==> config.mk <==
export PLATFORM = sky130hd
export DESIGN_NAME = spi_master
export DESIGN_NICKNAME = d
export VERILOG_FILES = /design/src/rtl/spi_master.sv
export SDC_FILE = /design/constraint.sdc
export NUM_CORES = 1
export LEC_CHECK = 0
export ABC_AREA = 1
export CAP_MARGIN = 20
export CORE_ASPECT_RATIO = 0.75
export CORE_MARGIN = 5
export CORE_UTILIZATION = 41
export CTS_BUF_LIST = sky130_fd_sc_hd__clkbuf_4
export DETAILED_ROUTE_END_ITERATION = 16
export DONT_BUFFER_PORTS = 1
export SLEW_MARGIN = 10
export SYNTH_ARGS = -nofsm -noshare
export SYNTH_HDL_FRONTEND = slang
export SYNTH_SLANG_ARGS = --single-unit
export TNS_END_PERCENT = 5
==> constraint.sdc <==
create_clock -name clk -period 2.05 [get_ports clk]
set_input_delay 0.205 -clock clk [delete_from_list [all_inputs] [get_ports clk]]
set_output_delay 0.205 -clock clk [all_outputs]
set_load 0.02 [all_outputs]
==> src/rtl/spi_master.sv <==
// SPI mode-0 byte initiator, MSB first, one slave select. Every output is registered.
// A byte takes 17*HALF clk edges from acceptance to the rdy pulse; start is only looked at while idle.
module spi_master #(
  parameter int HALF = 4
) (
  input  logic       clk,
  input  logic       rst,
  input  logic       start,
  input  logic [7:0] in_data,
  output logic [7:0] out_data,
  output logic       rdy,
  output logic       busy,
  output logic       sclk,
  output logic       mosi,
  output logic       ss_n,
  input  logic       miso
);

  localparam logic [15:0] HALF_M1 = 16'(HALF - 1);

  typedef enum logic [1:0] {IDLE, LEAD, SHIFT, TRAIL} state_t;

  state_t      state, state_nxt;
  logic [15:0] cnt, cnt_nxt;
  logic [3:0]  bit_cnt, bit_cnt_nxt;
  logic [7:0]  tx_sh, tx_sh_nxt;
  logic [7:0]  rx_sh, rx_sh_nxt;
  logic [7:0]  out_data_nxt;
  logic        rdy_nxt, busy_nxt, sclk_nxt, mosi_nxt, ss_n_nxt;
  logic        cnt_done;

  assign cnt_done = (cnt == HALF_M1);

  always_comb begin
    state_nxt    = state;
    cnt_nxt      = cnt;
    bit_cnt_nxt  = bit_cnt;
    tx_sh_nxt    = tx_sh;
    rx_sh_nxt    = rx_sh;
    out_data_nxt = out_data;
    rdy_nxt      = 1'b0;
    busy_nxt     = busy;
    sclk_nxt     = sclk;
    mosi_nxt     = mosi;
    ss_n_nxt     = ss_n;

    case (state)
      IDLE: begin
        if (start) begin
          tx_sh_nxt = in_data;
          mosi_nxt  = in_data[7];
          ss_n_nxt  = 1'b0;
          busy_nxt  = 1'b1;
          cnt_nxt   = '0;
          state_nxt = LEAD;
        end
      end
      LEAD: begin
        if (cnt_done) begin
          sclk_nxt    = 1'b1;
          rx_sh_nxt   = {rx_sh[6:0], miso};
          bit_cnt_nxt = 4'd1;
          cnt_nxt     = '0;
          state_nxt   = SHIFT;
        end else begin
          cnt_nxt = cnt + 16'd1;
        end
      end
      SHIFT: begin
        if (cnt_done) begin
          cnt_nxt = '0;
          if (sclk) begin
            sclk_nxt = 1'b0;
            if (bit_cnt < 4'd8) begin
              // next bit goes out on the falling edge, half a period before the slave samples it
              tx_sh_nxt = {tx_sh[6:0], 1'b0};
              mosi_nxt  = tx_sh[6];
            end else begin
              state_nxt = TRAIL;
            end
          end else begin
            sclk_nxt    = 1'b1;
            rx_sh_nxt   = {rx_sh[6:0], miso};
            bit_cnt_nxt = bit_cnt + 4'd1;
          end
        end else begin
          cnt_nxt = cnt + 16'd1;
        end
      end
      TRAIL: begin
        if (cnt_done) begin
          ss_n_nxt     = 1'b1;
          busy_nxt     = 1'b0;
          out_data_nxt = rx_sh;
          rdy_nxt      = 1'b1;
          cnt_nxt      = '0;
          bit_cnt_nxt  = '0;
          state_nxt    = IDLE;
        end else begin
          cnt_nxt = cnt + 16'd1;
        end
      end
      default: state_nxt = IDLE;
    endcase
  end

  always_ff @(posedge clk) begin
    if (!rst) begin
      state    <= IDLE;
      cnt      <= '0;
      bit_cnt  <= '0;
      tx_sh    <= '0;
      rx_sh    <= '0;
      out_data <= '0;
      rdy      <= 1'b0;
      busy     <= 1'b0;
      sclk     <= 1'b0;
      mosi     <= 1'b0;
      ss_n     <= 1'b1;
    end else begin
      state    <= state_nxt;
      cnt      <= cnt_nxt;
      bit_cnt  <= bit_cnt_nxt;
      tx_sh    <= tx_sh_nxt;
      rx_sh    <= rx_sh_nxt;
      out_data <= out_data_nxt;
      rdy      <= rdy_nxt;
      busy     <= busy_nxt;
      sclk     <= sclk_nxt;
      mosi     <= mosi_nxt;
      ss_n     <= ss_n_nxt;
    end
  end

endmodule

==> flow_metrics.py, run 1 <==
metrics = {
    "status": {
        "outcome": "complete, no violations",
    },
    "worst_setup_path": {
        "arrival_ps": 2120,
        "endpoint_kind": "register",
        "cp_max_fo": 16,
        "path_class": "reg2reg",
        "required_ps": 2360,
        "path_buf_inv": 3,
        "path_cells": "inv_1, ha_1, inv_1, nor2_4, inv_2, o21ai_2, nor2_4, nand3_1, a21oi_1",
        "slowest_stage": "dfxtp_1",
        "critPathTopFamily": "simple AND/OR/NAND/NOR gates",
        "critPathMaxStageDelay_ps": 420,
        "cp-start-kind": "register",
    },
    "sta": {
        "fin_worst_skew_ps": 16.7,
        "rsz0062_at_grt": "false",
        "hold_violations": 0,
        "finalCritPeriodShare_pct": 88.6,
        "tightest_slew_ps": 574,
        "setup-tns-final_ps": 0,
        "setup_viol": 0,
        "maxSlewViolCount": 0,
        "max_freq_mhz": 550,
        "relSlewSlack_pct": 61.6,
        "fin_crit_ps": 1820,
    },
    "pwr": {
        "pwr-share-clk_pct": 16.6,
        "fin_total_pwr_uw": 2950,
        "p_per_area_nw_per_um2": 1090,
        "p_sw_uw": 1250,
        "power.internal_uw": 1700,
        "p_comb_share_pct": 41.5,
        "vdd_drop_max_mv": 0.590,
        "pwr-share-seq_pct": 41.9,
        "cellLeakagePower_uw": 0.00109,
        "switching_share_pct": 42.4,
    },
    "clocking": {
        "htree_levels": 2,
        "cts.sinks": 50,
        "cts-root-buf": "clkbuf_4",
        "worstSkewPairLatency_ps": 380,
        "post-cts-setup-buffers": 0,
        "clockBufferDepth": 2,
        "clk_pin_slew_ps": 170,
        "post_cts_resized": 0,
        "cts_buffers": 5,
        "cts_tree": "built",
    },
    "worst_hold_path": {
        "hold_class": "in2reg",
    },
    "place": {
        "io_buffers": 0,
        "placed_area_um2": 2580,
        "place.gp.congestion": 0.827,
        "place_hpwl_um": 3660,
    },
    "route": {
        "drcViolationCount": 0,
        "num_vias": 2050,
        "drt-pass1-iter-count": 4,
        "wirelength_um": 5110,
        "viasPerCell": 4.71,
        "wire_per_inst_um": 11.7,
        "ant_nets": 0,
        "dr.first_iter.drc_count": 90,
    },
    "logic_synthesis": {
        "synth_area_per_cell_um2": 7.23,
        "seq_area_frac_synth_pct": 39.4,
        "yosysWarnings": 0,
        "syn_nets": 370,
        "synthCells": 351,
        "syn-cell-area_um2": 2540,
        "ys_types": 29,
        "ys_ff_latch": 50,
    },
    "global_route": {
        "grt_pass1_wl_um": 8750,
        "antenna_found_initial": 0,
        "grt_pass1_vias": 1792,
        "grt_usage_pct": 13.5,
        "grt_max_degree": 31,
        "grt-ovfl-total": 0,
    },
    "final_layout": {
        "seqCellArea_um2": 1000,
        "finish.instance_area_um2": 2700,
        "num_antenna_cells": 0,
        "multi_input_area_um2": 1320,
        "drive_gt1_share_pct": 8.40,
        "layout.nets": 375,
        "fillerInstances": 598,
        "syn2layout_area_growth_pct": 6.26,
    },
    "floorplanning": {
        "dieArea_um2": 7880,
        "dieWidth_um": 101,
        "core_um2": 5920,
        "io_pins": 25,
        "fp.dieH_um": 78.1,
        "rows": 24,
        "initial_core_util_pct": 42.9,
    },
    "run": {
        "cap_violations": 0,
    },
}
[cell type report]
class | instances | area share [%]
well taps | 78 | 3.62
repair buffers | 8 | 2.88
clock inverters | 3 | 0.974
clock buffers | 5 | 1.39
flip-flops and latches | 50 | 37.1
inverters | 37 | 5.15
multi-input cells | 254 | 48.9
[synth_stat cells]
cell / number / area share, %
nand4_4: 1 / 0.84
nor2_1: 68 / 10
o21ai_2: 1 / 0.35
xor2_1: 6 / 2.1
mux2i_1: 7 / 2.8
nand2b_1: 1 / 0.25
nand2_2: 2 / 0.49
nand2_4: 3 / 1.3
o21ai_1: 2 / 0.39
buf_2: 1 / 0.20
nand3_2: 2 / 0.79
nor2_2: 2 / 0.49
clkbuf_1: 2 / 0.30
nand3_1: 26 / 5.1
nand2_1: 64 / 9.5
a21oi_2: 1 / 0.35
buf_1: 1 / 0.15
nor2_4: 4 / 1.8
xnor2_1: 3 / 1.0
a21oi_1: 32 / 6.3
buf_4: 1 / 0.30
buf_6: 5 / 2.2
nor3_1: 3 / 0.59
o21ai_0: 13 / 2.6
inv_1: 35 / 5.2
nand4_1: 6 / 1.5
dfxtp_1: 50 / 39
inv_2: 2 / 0.30
ha_1: 7 / 3.4
[flip-flops by register name (all words and copies together), names as in the netlist]
| name | flops |
|---|---|
| bit_cnt | 4 |
| busy | 1 |
| cnt | 16 |
| mosi | 1 |
| out_data | 8 |
| rdy | 1 |
| rx_sh | 8 |
| sclk | 1 |
| ss_n | 1 |
| state | 2 |
| tx_sh | 7 |
[metrics by stage]
stage	setup WS [ps]	util (%)	hold WS (ps)	cells
finish	233	45.6	69.1	435
global route	42.5	45.6	66.7	435
CTS	245	45.2	5.97	433
detailed placement	290	43.6	337	422
global placement	303	43.6	333	422
floorplan	491	-	340	351
[cell families after synthesis]
family	Yosys count	share of synthesized area, %
mux	7	2.76
compound gates	49	9.96
flops	50	39.4
xor+xnor	9	3.11
buf+inv	47	8.62
fa+ha+maj	7	3.45
simple gates	182	32.7
[worst reg2reg max path: stages, from the launching register on]
cell	delay, ps
dfxtp_1	420
inv_1	100
ha_1	210
inv_1	110
nor2_4	70
inv_2	150
o21ai_2	110
nor2_4	300
nand3_1	120
a21oi_1	160
[routing by layer]
metal | vias up | part of all wire [%] | GRT usage [%]
li1 | 1130 | - | -
met3 | 2 | 6.6 | 3.81
met4 | 0 | 0.41 | 2.83
met2 | 48 | 40 | 18.6
met1 | 870 | 53 | 20.8
met5 | - | 0 | 0
[repair_timing]
action,4_1_cts,5_1_grt
hold endpoints to repair,31,1
hold buffers,3,1
endpoints found under the setup margin,0,0
[power groups by stage]
| stage | registers (uW) | clock network [uW] | logic (uW) |
|---|---|---|---|
| 2_1_floorplan | 1230 | 0 | 1110 |
| 3_3_place_gp | 1250 | 0 | 1190 |
| 3_5_place_dp | 1260 | 0 | 1200 |
| 4_1_cts | 1240 | 512 | 1220 |
| 5_1_grt | 1250 | 556 | 1410 |
| 6_report | 1240 | 490 | 1220 |
[final timing paths]
path              slack [ps]       end     start  depth (start not counted)
setup / recovery         230  tx_sh[0]  state[1]                          9
hold reg to reg          480  tx_sh[0]  tx_sh[0]                          2
setup reg to reg         230  tx_sh[0]  state[1]                          9
hold / removal            70      sclk       rst                          2
[cells in the final DEF (no fill, tap or decap)]
master         synthesis  final
nor3_1                 3      3
o21ai_2                1      1
nand2_1               64     64
buf_8                  0      1
inv_1                 35     35
nor2_1                68     68
clkinv_4               0      1
mux2i_1                7      7
nand3_2                2      2
xor2_1                 6      6
a21oi_1               32     32
o21ai_0               13     13
inv_2                  2      2
nand3_1               26     26
nand4_4                1      1
nand2_4                3      3
ha_1                   7      7
dfxtp_1               50     50
dlygate4sd3_1          0      4
nand4_1                6      6
nor2_2                 2      2
buf_4                  1      3
nor2_4                 4      4
inv_6                  0      2
clkbuf_4               0      5
a21oi_2                1      1
o21ai_1                2      2
nand2_2                2      2
xnor2_1                3      3
nand2b_1               1      1
Power figures use the tool's default switching activity.
==> run 2: changes to the inputs <==
--- a/config.mk
+++ b/config.mk
@@ -9,7 +9,7 @@
 export CAP_MARGIN = 20
 export CORE_ASPECT_RATIO = 0.75
 export CORE_MARGIN = 5
-export CORE_UTILIZATION = 41
+export CORE_UTILIZATION = 40
 export CTS_BUF_LIST = sky130_fd_sc_hd__clkbuf_4
 export DETAILED_ROUTE_END_ITERATION = 16
 export DONT_BUFFER_PORTS = 1
==> flow_metrics.py, run 2 (synthesized netlist as in run 1, its figures left out) <==
metrics = {
    "route": {
        "viasPerCell": 4.80,
        "wire_per_inst_um": 11.9,
        "drt-pass1-iter-count": 4,
        "num_vias": 2104,
        "ant_nets": 0,
        "dr.first_iter.drc_count": 108,
        "wirelength_um": 5200,
        "drcViolationCount": 0,
    },
    "clocking": {
        "cts-root-buf": "clkbuf_4",
        "post-cts-setup-buffers": 0,
        "cts.sinks": 50,
        "clockBufferDepth": 2,
        "cts_tree": "built",
        "worstSkewPairLatency_ps": 380,
        "cts_buffers": 5,
        "htree_levels": 2,
        "clk_pin_slew_ps": 150,
    },
    "worst_hold_path": {
        "worstHoldStart": "rst",
        "hold_class": "in2reg",
        "hold_end": "bit_cnt[2]",
        "hold_depth": 2,
    },
    "sta": {
        "setup-tns-final_ps": 0,
        "rsz0062_at_grt": "false",
        "maxSlewViolCount": 0,
        "max_freq_mhz": 561,
        "fin_worst_skew_ps": 12.0,
        "finalCritPeriodShare_pct": 86.9,
        "fin_crit_ps": 1780,
        "tightest_slew_ps": 397,
        "fin_ws_ps": 268,
        "hold_slack_ps": 75.8,
        "setup_viol": 0,
        "hold_violations": 0,
        "relSlewSlack_pct": 73.5,
    },
    "floorplanning": {
        "dieArea_um2": 8060,
        "io_pins": 25,
        "dieWidth_um": 102,
        "fp.dieH_um": 79.0,
        "initial_core_util_pct": 40.8,
        "rows": 25,
        "core_um2": 6220,
    },
    "worst_setup_path": {
        "r2r-end": "tx_sh[0]",
        "cp-start-kind": "register",
        "r2r_cells": 10,
        "path_class": "reg2reg",
        "cp_max_fo": 16,
        "required_ps": 2320,
        "arrival_ps": 2050,
        "reg2reg_slack_ps": 270,
        "worstReg2RegStart": "state[1]",
        "endpoint_kind": "register",
    },
    "global_route": {
        "antenna_found_initial": 0,
        "grt-ovfl-total": 0,
        "grt_usage_pct": 13.9,
        "grt_max_degree": 31,
        "grt_pass1_wl_um": 8970,
        "grt_pass1_vias": 1935,
    },
    "final_layout": {
        "syn2layout_area_growth_pct": 8.08,
        "drive_gt1_share_pct": 8.40,
        "final_common_cell": "nor2_1",
        "finish.instance_area_um2": 2740,
        "top_register": "cnt",
        "fillerInstances": 654,
        "num_antenna_cells": 0,
        "final_cell_mix": "nor2_1 (68), nand2_1 (64), dfxtp_1 (50)",
        "largest_reg_flops": 16,
        "top_regs": "cnt x16, out_data x8, rx_sh x8",
        "layout.nets": 375,
    },
    "place": {
        "placed_area_um2": 2580,
        "place_hpwl_um": 3680,
        "io_buffers": 0,
        "place.gp.congestion": 0.842,
        "pre_cts_ws_ps": 266,
    },
    "status": {
        "outcome": "complete, no violations",
    },
    "pwr": {
        "vdd_drop_max_mv": 0.595,
        "cellLeakagePower_uw": 0.00111,
        "p_per_area_nw_per_um2": 1160,
    },
    "run": {
        "cap_violations": 0,
    },
}
==> run 2: cell count changes in the layout (fill, tap and decap cells not counted), sizes merged <==
cell	delta
bufinv	+2
inv	-2
==> run 2: stage by stage <==
| stage | utilization, % | total power (uW) | std cells |
|---|---|---|---|
| floorplan | - | 2340 | 351 |
| global placement | 41.5 | 2450 | 425 |
| detailed placement | 41.5 | 2480 | 425 |
| CTS | 43.8 | 3220 | 437 |
| global route | 44.1 | 3430 | 438 |
| finish | 44.1 | 3180 | 438 |
==> run 2: how the worst max path moves through the flow <==
stage          startpoint        to  slack, ps  depth (start not counted)
2_1_floorplan    state[0]  tx_sh[4]        490                         11
3_3_place_gp       cnt[0]      busy        300                          9
3_5_place_dp     state[0]  tx_sh[3]        270                         10
4_1_cts          state[0]  tx_sh[3]        230                         10
5_1_grt          state[0]   cnt[13]         60                          9
6_report         state[1]  tx_sh[0]        270                         10
==> run 2: worst max-delay path: stages (launching register included) <==
cell and delay [ps]:
dfxtp_1 410, inv_1 100, ha_1 200, inv_1 120, nor2_4 80, inv_2 140
o21ai_2 100, nor2_4 300, nand2_1 100, nand2_1 60, a21oi_1 50
==> run 2: layout make-up <==
cell class / count / area [um^2] / share of cell area, %
multi-input cells: 254 / 1320 / 48.1
clock buffers: 5 / 37.5 / 1.37
clock inverters: 3 / 68.8 / 2.51
well taps: 81 / 101 / 3.69
repair buffers: 8 / 77.6 / 2.83
inverters: 37 / 139 / 5.06
flip-flops and latches: 50 / 1000 / 36.5
==> run 2: what timing repair did <==
action	in CTS	in global routing
resized for setup	0	0
hold buffers	4	0
endpoints found under the hold margin	31	0
==> run 2: power by group <==
part	switching, uW	internal, uW
sequential	130	1110
clock	329	382
combinational	784	448
==> run 2: layer usage <==
layer	vias to the layer above	GRT usage, %	routed length [um]
met5	-	0	0
li1	1135	-	-
met2	34	19.7	2060
met1	927	20.4	2820
met4	0	3.93	66
met3	8	3.69	251
==> run 3: changes to the inputs <==
--- a/config.mk
+++ b/config.mk
@@ -13,6 +13,7 @@
 export CTS_BUF_LIST = sky130_fd_sc_hd__clkbuf_4
 export DETAILED_ROUTE_END_ITERATION = 16
 export DONT_BUFFER_PORTS = 1
+export RECOVER_POWER = 25
 export SLEW_MARGIN = 10
 export SYNTH_ARGS = -nofsm -noshare
 export SYNTH_HDL_FRONTEND = slang
==> results of run 3 <==
Final layout, timing and power as in run 2 (identical DEF).
